`config.mk`:
```
export PLATFORM = sky130hd
export DESIGN_NAME = pipe_ctrl
export DESIGN_NICKNAME = d
export VERILOG_FILES = /design/src/rtl/pipe_ctrl.sv
export SDC_FILE = /design/constraint.sdc
export NUM_CORES = 1
export LEC_CHECK = 0
export CAP_MARGIN = 40
export CORE_MARGIN = 8
export CORE_UTILIZATION = 40
export CTS_CLUSTER_SIZE = 14
export DETAILED_ROUTE_END_ITERATION = 8
export HOLD_SLACK_MARGIN = 0.05
export PLACE_DENSITY = 0.8
export SYNTH_ARGS = -nofsm -noshare
export SYNTH_HDL_FRONTEND = slang
export SYNTH_SLANG_ARGS = --single-unit
export TNS_END_PERCENT = 1
```
`constraint.sdc`:
```
create_clock -name clk -period 3.6 [get_ports clk]
set_input_delay 0.36 -clock clk [delete_from_list [all_inputs] [get_ports clk]]
set_output_delay 0.36 -clock clk [all_outputs]
set_load 0.005 [all_outputs]
```
`src/rtl/pipe_ctrl.sv`:
```
// pipe_ctrl: hazard and sequencing controller for the five-stage RV64 core.
// It detects load-use hazards between decode and execute, applies PC
// redirects from execute, and holds the front of the pipe while the
// multi-cycle mul/div unit (MDU) is busy, with a timeout that aborts the
// wait. It also keeps saturating stall and flush performance counters.
//
// Ports:
//   clk, rst                     core clock, synchronous active-high reset
//   id_rs1/rs2_addr_i, _used_i   register reads of the decode instruction
//   ex_rd_addr_i, ex_reg_wen_i   destination of the execute instruction
//   ex_is_load_i                 execute instruction is a load
//   ex_jump_en_i, ex_jump_addr_i taken branch/jump resolved in execute
//   mdu_start_i, mdu_done_i      MDU handshake
//   jump_en_o, jump_addr_o       PC redirect (combinational)
//   hold_*_o, flush_*_o          pipeline register controls (combinational)
//   mdu_timeout_o                sticky MDU timeout flag (registered)
//   stall_cnt_o, flush_cnt_o     saturating performance counters (registered)
module pipe_ctrl #(
    parameter int unsigned CNT_W       = 32,
    parameter int unsigned MDU_TIMEOUT = 64
) (
    input  logic             clk,
    input  logic             rst,
    input  logic [4:0]       id_rs1_addr_i,
    input  logic [4:0]       id_rs2_addr_i,
    input  logic             id_rs1_used_i,
    input  logic             id_rs2_used_i,
    input  logic [4:0]       ex_rd_addr_i,
    input  logic             ex_reg_wen_i,
    input  logic             ex_is_load_i,
    input  logic             ex_jump_en_i,
    input  logic [63:0]      ex_jump_addr_i,
    input  logic             mdu_start_i,
    input  logic             mdu_done_i,
    output logic             jump_en_o,
    output logic [63:0]      jump_addr_o,
    output logic             hold_pc_o,
    output logic             hold_if_id_o,
    output logic             hold_id_ex_o,
    output logic             flush_if_id_o,
    output logic             flush_id_ex_o,
    output logic             mdu_timeout_o,
    output logic [CNT_W-1:0] stall_cnt_o,
    output logic [CNT_W-1:0] flush_cnt_o
);

    localparam int unsigned WCNT_W = $clog2(MDU_TIMEOUT + 1);

    typedef enum logic {
        ST_RUN      = 1'b0,
        ST_MDU_BUSY = 1'b1
    } state_e;

    state_e            state_q, state_d;
    logic [WCNT_W-1:0] wcnt_q, wcnt_d;
    logic              timeout_q, timeout_d;
    logic [CNT_W-1:0]  stall_cnt_q, stall_cnt_d;
    logic [CNT_W-1:0]  flush_cnt_q, flush_cnt_d;
    logic              load_use;
    logic              wcnt_expired;

    // A load writing a non-zero rd that decode really reads must stall one cycle.
    assign load_use = ex_is_load_i & ex_reg_wen_i & (ex_rd_addr_i != 5'd0) &
                      ((id_rs1_used_i & (id_rs1_addr_i == ex_rd_addr_i)) |
                       (id_rs2_used_i & (id_rs2_addr_i == ex_rd_addr_i)));

    assign wcnt_expired = (wcnt_q == WCNT_W'(MDU_TIMEOUT));

    // Next-state and control decode.
    always_comb begin
        state_d       = state_q;
        wcnt_d        = wcnt_q;
        timeout_d     = timeout_q;
        jump_en_o     = 1'b0;
        jump_addr_o   = 64'd0;
        hold_pc_o     = 1'b0;
        hold_if_id_o  = 1'b0;
        hold_id_ex_o  = 1'b0;
        flush_if_id_o = 1'b0;
        flush_id_ex_o = 1'b0;

        if (rst) begin
            state_d   = ST_RUN;
            wcnt_d    = '0;
            timeout_d = 1'b0;
        end else begin
            unique case (state_q)
                ST_RUN: begin
                    if (ex_jump_en_i) begin
                        // Redirect wins; both wrong-path instructions are squashed.
                        jump_en_o     = 1'b1;
                        jump_addr_o   = ex_jump_addr_i;
                        flush_if_id_o = 1'b1;
                        flush_id_ex_o = 1'b1;
                    end else if (mdu_start_i) begin
                        hold_pc_o    = 1'b1;
                        hold_if_id_o = 1'b1;
                        hold_id_ex_o = 1'b1;
                        state_d      = ST_MDU_BUSY;
                        wcnt_d       = WCNT_W'(1);
                    end else if (load_use) begin
                        // Hold the consumer in decode, send a bubble into execute.
                        hold_pc_o     = 1'b1;
                        hold_if_id_o  = 1'b1;
                        flush_id_ex_o = 1'b1;
                    end
                end
                ST_MDU_BUSY: begin
                    if (mdu_done_i) begin
                        // Done cycle is not stalled so the result advances.
                        state_d = ST_RUN;
                        wcnt_d  = '0;
                    end else if (wcnt_expired) begin
                        timeout_d = 1'b1;
                        state_d   = ST_RUN;
                        wcnt_d    = '0;
                    end else begin
                        hold_pc_o    = 1'b1;
                        hold_if_id_o = 1'b1;
                        hold_id_ex_o = 1'b1;
                        wcnt_d       = wcnt_q + WCNT_W'(1);
                    end
                end
                default: begin
                    state_d = ST_RUN;
                    wcnt_d  = '0;
                end
            endcase
        end
    end

    // Saturating performance counters.
    always_comb begin
        stall_cnt_d = stall_cnt_q;
        flush_cnt_d = flush_cnt_q;
        if (hold_pc_o && !(&stall_cnt_q)) begin
            stall_cnt_d = stall_cnt_q + CNT_W'(1);
        end
        if (jump_en_o && !(&flush_cnt_q)) begin
            flush_cnt_d = flush_cnt_q + CNT_W'(1);
        end
    end

    // State, wait counter, sticky flag and counters.
    always_ff @(posedge clk) begin
        if (rst) begin
            state_q     <= ST_RUN;
            wcnt_q      <= '0;
            timeout_q   <= 1'b0;
            stall_cnt_q <= '0;
            flush_cnt_q <= '0;
        end else begin
            state_q     <= state_d;
            wcnt_q      <= wcnt_d;
            timeout_q   <= timeout_d;
            stall_cnt_q <= stall_cnt_d;
            flush_cnt_q <= flush_cnt_d;
        end
    end

    assign mdu_timeout_o = timeout_q;
    assign stall_cnt_o   = stall_cnt_q;
    assign flush_cnt_o   = flush_cnt_q;

endmodule

```
==> results.yml, run 1 <==
sta:
  hold_ws_ps: 273.9
  hold_viol: 0
  setup_viol: 0
  finalClockSkew_ps: 10.48
  period_minus_slack_ps: 2982
  fin_crit_sh_pct: 82.84
  clock.fmax_mhz: 335.3
  worstMarginPinSlew_ps: 928.9
  slew_headroom_pct: 37.20
  tns_ps: 0
  drv_slew: 0
  rsz0062_at_grt: "false"
  setup_ws_ps: 617.9
cts:
  root_buffer: "clkbuf_8"
  clkTransAtPathRegs_ps: 80
  h-tree-depth: 3
  cts_buffers: 9
  clock_latency_ps: 350
  cts.sink_count: 73
  ctsHoldBuffers: 0
  post_cts_buffers: 0
  cts_resized: 0
  cts_tree: "done"
  cts_buffer_depth: 2
route:
  drcViolationCount: 0
  drtIter0Drc: 288
  routed_via_density: 5.244
  ant_nets: 0
  vias: 4557
  firstDrtPassIters: 4
  wl_per_cell_um: 18.21
  drt_wl_total_mm: 15.82
final_layout:
  layout.nets: 820
  final_cell_count_no_fill: 869
  drive_above_1_share_pct: 4.229
  diodes: 0
  areaGrowthSynthToFinish_pct: 60.94
  fillerInstances: 874
flow_run:
  max-cap-violations: 0
critical_path:
  r2r_start: "state_q"
  required_ps: 3240
  cp-startpoint: "ex_rd_addr_i[3]"
  ff2ff_setup_slack_ps: 730
  end_kind: "output port"
  cp-start-kind: "primary input"
  cp_max_fo: 3
  cp.arrival_ps: 2620
  crit_type: "in -> out"
global_route:
  grt_max_degree: 69
  overflow: 0
  grt_pass1_vias: 4511
  grt_pass1_wl_mm: 24.64
  grt.total_usage_pct: 22.21
  antenna_found_initial: 0
yosys:
  synth_edf_count: 0
  synth_top_flop_cell: "dfxtp_1"
  yosys.area.top_type: "dfxtp_1"
  async_flop_share_pct: 0
  synth.most_common_cell: "dfxtp_1"
  yosysWarningCount: 0
  synth_cell_type_count: 48
  synth-seq-cells: 73
  syn_area_um2: 4110
  synth.avg_cell_area_um2: 7.935
  synth_common_cells: "dfxtp_1 (73), and2_1 (64), nor2_1 (60), nand2_1 (36), a21oi_1 (24)"
  syn_nets: 610
  synth_top_area_share_pct: 35.56
  synthCells: 518
  yosys-top-cells-area: "dfxtp_1 (36%), and2_1 (9.7%), nor2_1 (5.5%)"
  ys_seq_area_share_pct: 35.56
die:
  die_w_um: 117.4
  start_util_pct: 40.54
  core-area_um2: 10140
  die_area_um2: 13780
  ioPinCount: 223
  num_rows: 37
  die_h_um: 117.4
placement:
  place_congestion: 0.8521
  placed_cells: 853
  hpwl_mm: 12.94
  place_ws_ps: 498.3
  io_buffers: 222
worst_hold_path:
  hp-class: "in -> reg"
  min_from: "rst"
pwr:
  leakage_nw: 2.251
  power_density_nw_per_um2: 274.3
  ir_drop_mv: 0.1750
outcome:
  outcome: "completed"
==> state kept, by name, indices dropped and copies added (netlist names) <==
register and count:
flush_cnt_o 32, mdu_timeout_o 1, stall_cnt_o 32, state_q 1, wcnt_q 7
==> worst max-delay path, stage by stage <==
cell	delay, ps
clkdlybuf4s50_1	470
xor2_1	190
nor4_1	250
and3_1	220
o21ai_0	100
a2111oi_0	430
clkdlybuf4s50_1	580
==> cells by family (layout without fill, tap and decap cells) <==
group / Yosys count / after routing / synth area share (%)
simple gates: 272 / 272 / 35.89
xor+xnor: 42 / 42 / 8.950
fa+ha+maj: 4 / 4 / 1.218
compound gates: 82 / 82 / 12.79
mux: 5 / 5 / 1.279
flops: 73 / 73 / 35.56
buf+inv: 40 / 255 / 4.322
==> where the power goes <==
group | internal (mW) | leakage (nW) | switching, mW
sequential | 0.812 | 0.588 | 0.00748
combinational | 0.175 | 1.56 | 0.103
clock | 0.393 | 0.0991 | 0.324
total | 1.38 | 2.25 | 0.435
==> layout by cell type, fill, tap and decap left out, types with 3 or more instances in the layout <==
master,instances
o31ai_1,16
mux2i_1,3
nand4_1,14
nand2_1,36
nor4b_1,3
dfxtp_1,73
nor2b_1,4
xor2_1,20
clkbuf_8,9
o21ai_0,23
nor4_1,3
inv_1,15
and4_1,5
xnor2_1,22
ha_1,4
or2_2,6
nor3_1,12
nand3_1,22
o311ai_0,4
clkinvlp_4,3
nor2_1,60
a21oi_1,24
or4_1,11
clkdlybuf4s50_1,221
or3_1,11
and3_1,17
and2_1,64
==> final cells by class <==
type / instances / area (µm²) / area share, %
repair buffers: 224 / 2232 / 33.74
clock inverters: 6 / 91.34 / 1.381
multi-input cells: 405 / 2476 / 37.43
clock buffers: 10 / 127.6 / 1.929
inverters: 15 / 56.30 / 0.8511
well taps: 136 / 170.2 / 2.572
flip-flops and latches: 73 / 1461 / 22.09
==> final timing paths <==
| check | endpoint | cells past startpoint |
|---|---|---|
| setup / recovery | flush_id_ex_o | 7 |
| hold reg to reg | wcnt_q[6] | 1 |
| setup reg to reg | stall_cnt_o[17] | 7 |
| hold / removal | mdu_timeout_o | 2 |
==> stage by stage <==
stage / cell area [µm²] / utilization, % / power (mW)
finish: 6615 / 65.25 / 1.814
global route: 6615 / 65.25 / 1.890
CTS: 6615 / 65.25 / 1.837
detailed placement: 6396 / 63.09 / 1.119
global placement: 6396 / 63.09 / 1.115
floorplan: 4110 / - / 0.9209
==> metal layers <==
layer | vias to the layer above | wire (µm) | part of all wire, % | track usage [%]
met2 | 169 | 8462 | 53 | 41.76
met1 | 2143 | 5609 | 35 | 21.30
met5 | - | 0 | 0 | 0
li1 | 2230 | - | - | -
met4 | 0 | 229 | 1.4 | 6.245
met3 | 15 | 1519 | 9.6 | 9.832
(Power assumes the default switching activity.)
==> run 2, diff against run 1 <==
CORE_UTILIZATION = 36   (was 40)
PLACE_DENSITY = 0.76   (was 0.8)
clock period = 2.6 ns   (was 3.6 ns; I/O delays follow)
==> run 2 against run 1 <==
Clock skew is 0.92 ps lower. Critical path type unchanged. Wire length is 0.63% lower. Clock power is 49% higher. Sequential share of layout area is 0.91 points lower. Register-to-register slack worse by 670 ps. Utilization is 4.0 points lower. Cell count is 3.6% higher.
==> results.yml, run 2 (synthesis gave the netlist of run 1 again) <==
pwr:
  leakage_nw: 2.436
  power_density_nw_per_um2: 377.3
  power_mw: 2.605
  ir_drop_mv: 0.3292
critical_path:
  end_kind: "output port"
  required_ps: 2340
  cp_max_fo: 3
  cp.arrival_ps: 2290
  ff2ff_setup_slack_ps: 60
  reg2reg_depth: 8
  crit_type: "in -> out"
  cp-start-kind: "primary input"
  r2r-end: "stall_cnt_o[17]"
  r2r_start: "stall_cnt_o[24]"
final_layout:
  fillerInstances: 949
  layout.nets: 846
  fin_util_pct: 61.25
  layout_common_cells: "clkdlybuf4s50_1 (219), dfxtp_1 (72), and2_1 (64), nor2_1 (59), nand2_1 (36)"
  drive_above_1_share_pct: 8.058
  diodes: 0
  final_common_cell: "clkdlybuf4s50_1"
  areaGrowthSynthToFinish_pct: 67.98
sta:
  clock.fmax_mhz: 391.7
  hold_ws_ps: 453.4
  tns_ps: 0
  fin_crit_sh_pct: 98.19
  finalClockSkew_ps: 9.564
  setup_ws_ps: 47.08
  hold_viol: 0
  worstMarginPinSlew_ps: 753.7
  setup_viol: 0
  period_minus_slack_ps: 2553
  slew_headroom_pct: 49.11
  drv_slew: 0
  rsz0062_at_grt: "true"
cts:
  cts.sink_count: 73
  h-tree-depth: 3
  cts_buffer_depth: 2
  clkTransAtPathRegs_ps: 50
  root_buffer: "clkbuf_16"
  clock_latency_ps: 320
  ctsHoldBuffers: 0
  cts_tree: "done"
  cts_buffers: 9
die:
  start_util_pct: 36.46
  core-area_um2: 11270
  num_rows: 39
  die_area_um2: 15090
  die_w_um: 122.9
  ioPinCount: 223
  die_h_um: 122.9
global_route:
  overflow: 0
  antenna_found_initial: 0
  grt.total_usage_pct: 20.26
  grt_pass1_vias: 4530
  grt_max_degree: 66
  grt_pass1_wl_mm: 23.91
route:
  firstDrtPassIters: 4
  wl_per_cell_um: 17.47
  vias: 4606
  drtIter0Drc: 372
  drcViolationCount: 0
  routed_via_density: 5.118
  ant_nets: 0
  drt_wl_total_mm: 15.72
worst_hold_path:
  worst_hold_path.endpoint: "state_q"
  min_from: "rst"
  hp-class: "in -> reg"
  holdPathStages: 3
outcome:
  outcome: "completed"
placement:
  place_congestion: 0.8647
  hpwl_mm: 12.92
  place_ws_ps: -241.9
  io_buffers: 222
flow_run:
  max-cap-violations: 0
run 2: cell types whose count changed in the layout (fill, tap and decap cells not counted), sizes merged:
| cell | change |
|---|---|
| inv | -1 |
| clkinvlp | -2 |
| dlygate4sd2 | +1 |
| buf | +26 |
| bufinv | -2 |
| dlymetal6s2s | +1 |
| clkinv | +3 |
| clkdlybuf4s50 | -2 |
run 2: metal layers:
layer	GRT usage, %	vias up	wire, µm
met1	19.79	2154	5359
met5	0	-	0
met2	38.33	166	8629
met4	4.494	0	120
met3	8.970	6	1612
li1	-	2280	-
run 2: worst max-delay path: stages:
cell and delay (ps):
clkdlybuf4s50_1 480, or3_1 390, o311a_1 330, o32ai_2 280
nor2_2 80, clkdlybuf4s50_1 470
run 2: stage by stage:
stage | instances | instance area [µm²]
floorplan | 518 | 4110
global placement | 886 | 6613
detailed placement | 886 | 6613
CTS | 900 | 6877
global route | 900 | 6904
finish | 900 | 6904
run 2: cell type report:
type                       instances  area (µm²)  area share [%]
sequential                        73        1463           21.19
inverter                          15       56.30          0.8155
tap                              143       178.9           2.592
multi-input combinational        405        2514           36.41
clock inverter                     4       22.52          0.3262
clock buffer                      10       229.0           3.316
timing repair buffer             250        2441           35.36
run 2: how the worst max path moves through the flow:
stage | startpoint | to | slack (ps)
2_1_floorplan | wcnt_q[0] | stall_cnt_o[25] | 90
3_3_place_gp | ex_rd_addr_i[2] | stall_cnt_o[19] | -110
3_5_place_dp | ex_rd_addr_i[2] | stall_cnt_o[17] | -240
4_1_cts | ex_rd_addr_i[2] | hold_pc_o | 3
5_1_grt | wcnt_q[1] | stall_cnt_o[17] | -20
6_report | ex_rd_addr_i[1] | hold_if_id_o | 50
run 2: timing repair:
action                                  CTS  global route
pin swaps                                 0             3
resized for setup                         3             7
endpoints found under the setup margin    3            24
buffers inserted                          0             0
run 2: report_power, final:
part           switching (mW)  internal, mW  leakage [nW]
logic                   0.145         0.258          1.72
registers             0.00785          1.13         0.589
clock network           0.438         0.629         0.124
total                   0.591          2.01          2.44
